<file path="src/rtl/sha1_pkg.sv">
// sha1_pkg: shared SHA-1 controller state encoding, widths and init constants
package sha1_pkg;
  localparam int SHA1_WORD_W      = 32;
  localparam int SHA1_DIGEST_W    = 160;
  localparam int SHA1_BLOCK_WORDS = 16;
  localparam logic [31:0] SHA1_H0 = 32'h67452301;
  localparam logic [31:0] SHA1_H1 = 32'hefcdab89;
  localparam logic [31:0] SHA1_H2 = 32'h98badcfe;
  localparam logic [31:0] SHA1_H3 = 32'h10325476;
  localparam logic [31:0] SHA1_H4 = 32'hc3d2e1f0;
  typedef enum logic [2:0] {ST_IDLE, ST_LOAD, ST_START, ST_WAIT, ST_DONE} state_t;
endpackage

</file>
<file path="src/rtl/sha1_ctrl_if.sv">
// sha1_ctrl_if: requester-side bus of the SHA-1 controller
interface sha1_ctrl_if #(parameter int N_REQ = 2);
  logic [N_REQ-1:0]    req;
  logic [N_REQ-1:0]    init;
  logic [N_REQ*32-1:0] word;
  logic [N_REQ-1:0]    word_valid;
  logic [N_REQ-1:0]    word_ready;
  logic [N_REQ-1:0]    gnt;
  logic [159:0]        digest;
  logic [N_REQ-1:0]    digest_valid;
  logic                err;
  modport master (
    output req, init, word, word_valid,
    input  word_ready, gnt, digest, digest_valid, err
  );
  modport slave (
    input  req, init, word, word_valid,
    output word_ready, gnt, digest, digest_valid, err
  );
endinterface

</file>
<file path="src/rtl/sha1_ctrl_rr_arbiter.sv">
// rr_arbiter: one-hot grant to the first request at or after ptr, wrapping
module rr_arbiter #(
  parameter int N  = 2,
  parameter int PW = N > 1 ? $clog2(N) : 1
) (
  input  logic [N-1:0]  req,
  input  logic [PW-1:0] ptr,
  output logic [N-1:0]  gnt
);
  // scan offsets from far to near so the nearest request after ptr wins
  always_comb begin
    gnt = '0;
    for (int i = N - 1; i >= 0; i--)
      gnt = |(req & (N'(1) << ((int'(ptr) + i) % N))) ? N'(1) << ((int'(ptr) + i) % N) : gnt;
  end
endmodule

</file>
<file path="src/rtl/sha1_ctrl.sv">
// sha1_ctrl: round-robin sequencer sharing one SHA-1 core between requesters
module sha1_ctrl
  import sha1_pkg::*;
#(
  parameter int N_REQ   = 2,
  parameter int WORDS   = SHA1_BLOCK_WORDS,
  parameter int TIMEOUT = 255
) (
  input  logic                     clk,
  input  logic                     rst_n,
  sha1_ctrl_if.slave               bus,
  output logic                     busy_o,
  output logic [SHA1_WORD_W-1:0]   core_word_o,
  output logic                     core_word_we_o,
  output logic                     core_init_o,
  output logic                     core_start_o,
  input  logic                     core_done_i,
  input  logic [SHA1_DIGEST_W-1:0] core_digest_i
);
  localparam int PW  = N_REQ > 1 ? $clog2(N_REQ) : 1;
  localparam int WCW = $clog2(WORDS) + 1;
  localparam int TCW = $clog2(TIMEOUT + 1);

  state_t                   state_q, state_d;
  logic [N_REQ-1:0]         gnt_q, gnt_d, arb_gnt;
  logic [PW-1:0]            gidx_q, gidx_d, rr_q, rr_d, arb_idx;
  logic                     init_q, init_d, err_q, err_d, we_q, we_d;
  logic [WCW-1:0]           wcnt_q, wcnt_d;
  logic [TCW-1:0]           tcnt_q, tcnt_d;
  logic [SHA1_WORD_W-1:0]   word_q, word_d;
  logic [SHA1_DIGEST_W-1:0] digest_q, digest_d;
  logic                     load_full, xfer, tmo;

  rr_arbiter #(.N(N_REQ), .PW(PW)) u_arb (.req(bus.req), .ptr(rr_q), .gnt(arb_gnt));

  // the counter saturates at WORDS so ready drops for one cycle before START
  assign load_full = wcnt_q == WCW'(WORDS);
  assign xfer      = state_q == ST_LOAD && !load_full && |(gnt_q & bus.word_valid);
  assign tmo       = tcnt_q == TCW'(TIMEOUT - 1);

  // encode the arbiter's one-hot pick for word muxing and pointer advance
  always_comb begin
    arb_idx = '0;
    for (int i = 0; i < N_REQ; i++)
      arb_idx = |(arb_gnt & (N_REQ'(1) << i)) ? PW'(i) : arb_idx;
  end

  // all controller state; async reset aborts any block in flight silently
  always_ff @(posedge clk or negedge rst_n) begin
    if (!rst_n) begin
      state_q  <= ST_IDLE;
      gnt_q    <= '0;
      gidx_q   <= '0;
      rr_q     <= '0;
      init_q   <= 1'b0;
      err_q    <= 1'b0;
      we_q     <= 1'b0;
      wcnt_q   <= '0;
      tcnt_q   <= '0;
      word_q   <= '0;
      digest_q <= '0;
    end else begin
      state_q  <= state_d;
      gnt_q    <= gnt_d;
      gidx_q   <= gidx_d;
      rr_q     <= rr_d;
      init_q   <= init_d;
      err_q    <= err_d;
      we_q     <= we_d;
      wcnt_q   <= wcnt_d;
      tcnt_q   <= tcnt_d;
      word_q   <= word_d;
      digest_q <= digest_d;
    end
  end

  // block sequencing: IDLE -> LOAD -> START -> WAIT -> DONE -> IDLE
  always_comb begin
    state_d = state_q;
    case (state_q)
      ST_IDLE:  state_d = |bus.req ? ST_LOAD : ST_IDLE;
      ST_LOAD:  state_d = load_full ? ST_START : ST_LOAD;
      ST_START: state_d = ST_WAIT;
      ST_WAIT:  state_d = core_done_i || tmo ? ST_DONE : ST_WAIT;
      ST_DONE:  state_d = ST_IDLE;
      default:  state_d = ST_IDLE;
    endcase
  end

  // grant capture, word streaming, timeout counting and digest capture
  always_comb begin
    gnt_d    = gnt_q;
    gidx_d   = gidx_q;
    rr_d     = rr_q;
    init_d   = init_q;
    err_d    = err_q;
    wcnt_d   = wcnt_q;
    tcnt_d   = tcnt_q;
    word_d   = word_q;
    digest_d = digest_q;
    we_d     = xfer;
    if (state_q == ST_IDLE && |bus.req) begin
      gnt_d  = arb_gnt;
      gidx_d = arb_idx;
      init_d = |(arb_gnt & bus.init);
      wcnt_d = '0;
      err_d  = 1'b0;
    end
    if (xfer) begin
      word_d = bus.word[{gidx_q, 5'd0} +: SHA1_WORD_W];
      wcnt_d = wcnt_q + 1'b1;
    end
    if (state_q == ST_START) tcnt_d = '0;
    if (state_q == ST_WAIT) begin
      if (core_done_i) digest_d = core_digest_i;
      else if (tmo) err_d = 1'b1;
      else tcnt_d = tcnt_q + 1'b1;
    end
    if (state_q == ST_DONE) begin
      gnt_d  = '0;
      rr_d   = gidx_q == PW'(N_REQ - 1) ? '0 : gidx_q + 1'b1;
      wcnt_d = '0;
      tcnt_d = '0;
      err_d  = 1'b0;
    end
  end

  // outputs decoded from registered state only
  always_comb begin
    bus.word_ready     = state_q == ST_LOAD && !load_full ? gnt_q : '0;
    bus.gnt            = gnt_q;
    bus.digest         = digest_q;
    bus.digest_valid   = state_q == ST_DONE && !err_q ? gnt_q : '0;
    bus.err            = state_q == ST_DONE && err_q;
    busy_o             = state_q != ST_IDLE;
    core_word_o        = word_q;
    core_word_we_o     = we_q;
    core_start_o       = state_q == ST_START;
    core_init_o        = state_q == ST_START && init_q;
  end
endmodule

</file>
<file path="src/flat_wrapper.sv">
// flat-port wrapper written by rule: the top's interface ports become plain ports
module sha1_ctrl_flat import sha1_pkg::*;
#(
  parameter int N_REQ   = 2,
  parameter int WORDS   = SHA1_BLOCK_WORDS,
  parameter int TIMEOUT = 255
)
  (clk, rst_n, busy_o, core_word_o, core_word_we_o, core_init_o, core_start_o, core_done_i, core_digest_i, bus_req, bus_init, bus_word, bus_word_valid, bus_word_ready, bus_gnt, bus_digest, bus_digest_valid, bus_err);
  sha1_ctrl_if #(.N_REQ(N_REQ)) bus_i ();
  input  logic clk;
  input  logic rst_n;
  output logic busy_o;
  output logic [SHA1_WORD_W-1:0] core_word_o;
  output logic core_word_we_o;
  output logic core_init_o;
  output logic core_start_o;
  input  logic core_done_i;
  input  logic [SHA1_DIGEST_W-1:0] core_digest_i;
  input wire logic [$bits(bus_i.req)-1:0] bus_req;
  input wire logic [$bits(bus_i.init)-1:0] bus_init;
  input wire logic [$bits(bus_i.word)-1:0] bus_word;
  input wire logic [$bits(bus_i.word_valid)-1:0] bus_word_valid;
  output wire logic [$bits(bus_i.word_ready)-1:0] bus_word_ready;
  output wire logic [$bits(bus_i.gnt)-1:0] bus_gnt;
  output wire logic [$bits(bus_i.digest)-1:0] bus_digest;
  output wire logic [$bits(bus_i.digest_valid)-1:0] bus_digest_valid;
  output wire logic [$bits(bus_i.err)-1:0] bus_err;
  assign bus_i.req = bus_req;
  assign bus_i.init = bus_init;
  assign bus_i.word = bus_word;
  assign bus_i.word_valid = bus_word_valid;
  assign bus_word_ready = bus_i.word_ready;
  assign bus_gnt = bus_i.gnt;
  assign bus_digest = bus_i.digest;
  assign bus_digest_valid = bus_i.digest_valid;
  assign bus_err = bus_i.err;
  sha1_ctrl #(.N_REQ(N_REQ), .WORDS(WORDS), .TIMEOUT(TIMEOUT)) u_core (.clk(clk), .rst_n(rst_n), .bus(bus_i), .busy_o(busy_o), .core_word_o(core_word_o), .core_word_we_o(core_word_we_o), .core_init_o(core_init_o), .core_start_o(core_start_o), .core_done_i(core_done_i), .core_digest_i(core_digest_i));
endmodule
</file>
<file path="config.mk">
export PLATFORM = sky130hd
export DESIGN_NAME = sha1_ctrl_flat
export DESIGN_NICKNAME = d
export VERILOG_FILES = /design/src/rtl/sha1_pkg.sv /design/src/rtl/sha1_ctrl_if.sv /design/src/rtl/sha1_ctrl_rr_arbiter.sv /design/src/rtl/sha1_ctrl.sv /design/src/flat_wrapper.sv
export SDC_FILE = /design/constraint.sdc
export NUM_CORES = 1
export LEC_CHECK = 0
export ABC_AREA = 1
export ABC_CLOCK_PERIOD_IN_PS = 1400
export BUFFER_PORTS_ARGS = -buffer_cell sky130_fd_sc_hd__buf_2
export CAP_MARGIN = 20
export CORE_AREA = 4 4 166 168
export DETAILED_ROUTE_END_ITERATION = 10
export DIE_AREA = 0 0 170 172
export PLACE_DENSITY = 0.66
export SYNTH_ARGS = -nofsm -noshare
export SYNTH_HDL_FRONTEND = slang
export SYNTH_SLANG_ARGS = --single-unit
</file>
<file path="constraint.sdc">
create_clock -name clk -period 1.4 [get_ports clk]
set_input_delay 0.28 -clock clk [delete_from_list [all_inputs] [get_ports clk]]
set_output_delay 0.28 -clock clk [all_outputs]
set_load 0.05 [all_outputs]
</file>
After elaboration in Yosys (flattened, before gate mapping)

Cells that the tools add are included.

Flip-flop bits (word level): 215
Latch bits: 0
Memory bits (writable): 0
ROM bits: 0
Input bits: 233
Output and inout bits: 203
Memories: 0

Add/subtract/negate cells: 4
$mul: 0
Divide/modulo/power cells: 0
Magnitude comparators: 0
Equal/unequal tests: 6
Shift operators: 3
Mux-type cells: 25
Bitwise gates (word level): 5
Reductions and logical operators: 19

Operators with widths:

| operator                                         | count |
|---|---|
| indexed part select 64 x 7 -> 32 bit             | 1 |
| 2-to-1 mux 8 bit                                 | 5 |
| left shift 1 x 32 -> 2 bit, first input constant | 1 |
| 2-to-1 mux 5 bit                                 | 3 |
| 2-to-1 mux 2 bit                                 | 7 |
| case mux 3 bit (4 select lines)                  | 1 |
| OR reduction 2 bit                               | 5 |
| adder 8 x 1 -> 8 bit, second input constant      | 1 |
| AND 2 bit                                        | 4 |
| == test 8 bit, second input constant             | 1 |
| 2-to-1 mux 1 bit                                 | 8 |
| == test 3 x 2 -> 1 bit, second input constant    | 2 |
| logical AND 1 bit                                | 6 |
| nonzero test 3 bit                               | 2 |
| adder 5 x 1 -> 5 bit, second input constant      | 1 |
| == test 5 bit, second input constant             | 1 |
| == test 3 x 1 -> 1 bit, second input constant    | 1 |
| == test 3 bit, second input constant             | 1 |
| logical NOT 3 bit                                | 1 |
| 2-to-1 mux 3 bit                                 | 1 |
| adder 1 bit, second input constant               | 2 |
| logical NOT 1 bit                                | 2 |
| AND reduction 2 bit                              | 1 |
| nonzero test 2 bit                               | 1 |
| 3 further kinds                                  | 3 |

Logic depth before layout (Yosys ltp)

Word-level depth: 9
Depth in mapped cells: 10
Mapped depth without buffers: 9

Cells and area by module

From an unflattened synthesis, not the netlist that was laid out.

Cell total of the unflattened synthesis: 653
Area, all modules: 8707.1 µm²

By module, submodules not included:

| module     | times used | cells each | area an instance (µm²) | sequential area each (µm²) |
|---|---|---|---|---|
| sha1_ctrl  | 1          | 648        | 8687.1                 | 5380.2 |
| rr_arbiter | 1          | 5          | 20.0                   | 0.0 |

Worst setup path before layout

Ideal clock, no wire load.

Path kind: reg-to-output
From: reg u_core.gnt_q[1] (netlist: u_core.bus.gnt[1])
To: out bus_digest_valid[1]
Arrival: 1873 ps
Data required time: 1120 ps
Path slack: -753 ps
Stages on the path, launching flop included: 3
Cells stage by stage: dfrtp_1 > inv_1 > nor3_1

Word-level cells in the longest chain between the ends: 1

Ends and longest elaborated chain:

| item                   | line               | source |
|---|---|---|
| start, declared        | sha1_ctrl.sv:25    | `logic [N_REQ-1:0] gnt_q, gnt_d, arb_gnt;` |
| start signal, assigned | sha1_ctrl.sv:64    | `gnt_q <= gnt_d;` |
| 2-to-1 mux 2 bit       | sha1_ctrl.sv:133   | `bus.digest_valid = state_q == ST_DONE && !err_q ? gnt_q : '0;` |
| end, declared          | flat_wrapper.sv:26 | `output wire logic [$bits(bus_i.digest_valid)-1:0] bus_digest_valid;` |

No other way between the ends.

Worst setup path after layout

From: reg u_core.state_q[0]
To: out bus_word_ready[0]

Word-level cells in the longest chain between the ends: 3

Ends and longest elaborated chain:

| item                   | line               | source |
|---|---|---|
| start, declared        | sha1_ctrl.sv:24    | `state_t state_q, state_d;` |
| start signal, assigned | sha1_ctrl.sv:63    | `state_q <= state_d;` |
| == test 3 x 1 -> 1 bit | sha1_ctrl.sv:130   | `bus.word_ready = state_q == ST_LOAD && !load_full ? gnt_q : '0;` |
| logical AND 1 bit      | sha1_ctrl.sv:130   |  |
| 2-to-1 mux 2 bit       | sha1_ctrl.sv:130   |  |
| end, declared          | flat_wrapper.sv:23 | `output wire logic [$bits(bus_i.word_ready)-1:0] bus_word_ready;` |

No other way between the ends.

==> PnR_summary.wiki <==
{| class="wikitable"
! Metric !! Value
|-
| Final setup margin || -0.522 ns
|-
| Register-to-Register Path Depth || 10
|-
| Kind of cell adding the most delay to the critical path || simple AND/OR/NAND/NOR gates
|-
| Critical Path AT || about 1.6 ns
|-
| Worst setup path category || flip-flop to primary output
|-
| Initial antenna violation count || 6
|-
| Fin nets || between 1500 and 2000
|-
| Static Leak || 9.37 nW
|-
| Most common library cell in the layout ignoring fill and taps || nand2_1
|-
| Actual transition at the worst max-transition pin || just under 0.9 ns
|-
| Source-to-sink clock delay at the later pin of the worst-skew pair || between 0.5 and 0.6 ns
|-
| Clock tree skew after final layout || between 0.01 and 0.015 ns
|-
| Synthesized area per cell || between 8 and 9 µm²
|-
| Final Slew Violations || 0
|-
| Filler Cells Inserted || 1720
|-
| Number of buffer cells added on primary ports || about 440
|-
| Total number of cells along the worst setup path || 6
|-
| Peak Freq || between 500 and 600 MHz
|-
| First-pass GRT wire length || between 50 and 60 mm
|-
| GR Util met1 || 0.268
|-
| Antenna Nets Post-Route || 0
|-
| Tot Pwr || 0.0320 W
|-
| Clock period minus worst slack || approximately 1.9 ns
|-
| Violations in the final reports || setup timing
|-
| Maximum number of pins on one net before global-route repair || 51
|-
| Width of the chip || 170 µm
|-
| Number of core rows || 59
|-
| Headroom to the max-slew limit || 0.408
|-
| Total Routing Usage GR || 0.226
|-
| Number of violations of the max-capacitance limit || 0
|-
| Setup Viol. Count Final || about 250
|-
| Run status || finished, violations left
|-
| Cells after DPL || between 1500 and 2000
|-
| Post-synthesis cell area || ~9000 µm²
|-
| Required time at the endpoint of the critical path || ~1.1 ns
|-
| Count of unresolved DRC violations after routing || 0
|-
| Net count after synthesis || roughly 1300
|-
| DR vias || ~11000
|-
| Setup repair after global routing missed its margin || true
|-
| Cells along the critical path || buf_6 -> inv_4 -> nor3_4 -> nand2_4 -> nor2_4 -> buf_6
|-
| Layout cells sized above 1 || 0.525
|-
| GR Util met3 || 0.0572
|-
| Initial Util || 0.354
|-
| Post-synthesis instance total || between 1000 and 1500
|-
| Sum of negative setup slack || -39.82 ns
|-
| Height of the die || roughly 170 µm
|-
| Portion of the post-synthesis area used by sequential elements || 0.586
|-
| Number of buffer and inverter stages on the critical path || 3
|-
| Pre-Repair DR Iteration Count || 5
|-
| Ports || around 440
|-
| Biggest area consumer among synthesized cells || dfrtp_1
|-
| Crit start category || flip-flop
|-
| Crit-path most repeated cell || buf_6
|-
| Maximum vdd ir drop || roughly 0.0016 V
|-
| FF+latch count, synth || 215
|-
| Per-cell via count in the routed design || slightly above 5
|-
| CTS H-tree depth || 1
|-
| Reg clk slew, reported paths || 0.06 ns
|-
| Largest stage delay, worst path || 0.39 ns
|-
| Number of global-route vias before repair || slightly above 10000
|-
| Number of clock sinks || 215
|-
| Area contributors post-synth || dfrtp_1 59%, nand2_1 23%, nand3_1 9.9%
|-
| Element type at the critical path end || primary output
|-
| Relative area change from synthesis to final layout || 93.9%
|-
| Top-area cell type share of the netlist area || 0.586
|-
| CTS buffer count || 25
|-
| Power density over the cells || 1800 nW/µm²
|-
| Residual overflow from global routing || 0
|-
| Number of unique standard cell types used by synthesis || 26
|-
| Last weighted congestion value of the routability-driven placer || ~0.85
|-
| Number of stages on the worst hold path || 3
|-
| Number of buffers on the longest clock path || 3
|-
| Standard cell with the maximum stage delay on the critical path || dfrtp_1
|-
| Global routing's busiest layer || met2
|-
| Highest fanout seen on the critical path || 3
|-
| Post-DR wirelength/cell || roughly 21 µm
|-
| Type of the most critical hold path || input pin to flip-flop
|-
| Synthesis Warnings || 0
|-
| Clock tree from TritonCTS || done
|-
| Final routed wirelength across all metal layers || approximately 44 mm
|-
| Count of routing violations after the opening detailed-route iteration || around 850
|-
| Top library cells by usage in the layout, fill and taps aside || 409 x nand2_1, 231 x buf_2, 210 x dfrtp_1
|-
| Met2 track demand over resource || 0.393
|-
| Root buffer cell || clkbuf_16
|-
| Core Area || about 26000 µm²
|-
| Post-DP HPWL || 22.4 mm
|-
| Post-layout instance count excluding filler cells || approximately 2100
|-
| Final hold violation count || 0
|-
| Final cycle utilization of the critical path || 1.37
|-
| Die Footprint || between 20000 and 30000 µm²
|}
==> through the flow <==
| step | worst slack [ns] | utilization | cell area (µm²) | hold slack [ns] |
|---|---|---|---|---|
| finish | -0.522 | 0.686 | 17800 | 0.0151 |
| global route | -0.605 | 0.686 | 17800 | 0.000450 |
| CTS | -0.511 | 0.591 | 15300 | 0.000769 |
| detailed placement | -0.199 | 0.468 | 12100 | 0.245 |
| global placement | -0.172 | 0.468 | 12100 | 0.238 |
| floorplan | -0.145 | - | 9250 | -0.0156 |
==> per-layer routing <==
metal | up-vias | wire length (µm) | part of all wire
met5 | - | 8 | 0.00018
met4 | 2 | 2390 | 0.054
met3 | 174 | 3900 | 0.088
met2 | 674 | 22100 | 0.50
met1 | 5134 | 15800 | 0.36
li1 | 4814 | - | -
==> report_power, final <==
part           internal [W]  total (W)  leakage, nW  switching (W)
Combinational       0.00579     0.0164         6.04         0.0106
Clock               0.00360    0.00625        0.396        0.00264
Sequential          0.00792    0.00937         2.93        0.00145
Total                0.0173     0.0320         9.37         0.0147
==> repair_timing <==
action                                  in CTS  in global routing
hold buffers                               106                  2
resized for setup                          311                352
gates cloned                                10                 51
hold endpoints to repair                   142                  2
endpoints found under the setup margin     389                333
pin swaps                                   12                116
buffers inserted                            17                 10
==> tightest hold or removal path, cell delays in order <==
cell and delay [ns]:
buf_2 0.08, nand3_2 0.06, nand2_1 0.06
==> area by class of cell <==
| class | count | area (µm²) | area share |
|---|---|---|---|
| clock buffer | 35 | 723 | 0.0407 |
| timing repair inverter | 1 | 20.0 | 0.00113 |
| timing repair buffer | 681 | 6230 | 0.350 |
| sequential | 215 | 5390 | 0.303 |
| inverter | 32 | 143 | 0.00802 |
| antenna | 6 | 15.0 | 0.000844 |
| multi-input combinational | 793 | 4790 | 0.269 |
| clock inverter | 10 | 61.3 | 0.00345 |
| tap | 335 | 419 | 0.0236 |
==> worst paths after layout <==
path	slack, ns	startpoint	to
setup / recovery	-0.52	u_core.state_q[0]$_DFF_PN0_	bus_word_ready[0]
hold / removal	0.02	core_digest_i[31]	u_core.bus.digest[31]$_DFFE_PN0P_
setup reg to reg	-0.29	u_core.state_q[0]$_DFF_PN0_	u_core.core_word_o[5]$_DFFE_PN0N_
hold reg to reg	0.47	u_core.bus.digest[96]$_DFFE_PN0P_	u_core.bus.digest[96]$_DFFE_PN0P_
max in group asynchronous	0.54	rst_n	u_core.core_word_o[26]$_DFFE_PN0N_
min in group asynchronous	0.30	rst_n	u_core.bus.digest[137]$_DFFE_PN0P_
==> state kept, by name (all words and copies together) (netlist names) <==
register / count
u_core.bus.digest: 160
u_core.core_word_o: 32
u_core.tcnt_q: 8
u_core.wcnt_q: 5
u_core.state_q: 3
u_core.bus.gnt: 2
u_core.core_word_we_o: 1
u_core.err_q: 1
u_core.gidx_q: 1
u_core.init_q: 1
u_core.rr_q: 1
==> cell families after synthesis <==
group           share of synthesized area
buf+inv                            0.0533
compound gates                     0.0125
xor+xnor                          0.00286
fa+ha+maj                         0.00546
simple gates                        0.339
flops                               0.586
==> synth_stat cells <==
cell      instances
dfrtp_1         215
inv_1            25
a21oi_1           5
nor2_2            2
nand3_1         181
xor2_1            2
clkbuf_1         33
nand2_1         550
nand3_2           1
o22ai_1           2
buf_2            16
ha_1              4
buf_4             5
nor3_1            4
or2_2             1
buf_1             4
o21bai_1          1
nand2_2           2
xnor2_1           1
o21ai_0           7
o21ai_1           7
nor2_1           17
buf_6            10
inv_2             7
nand3b_1          1
nor3_2            1
(Power assumes the default switching activity.)
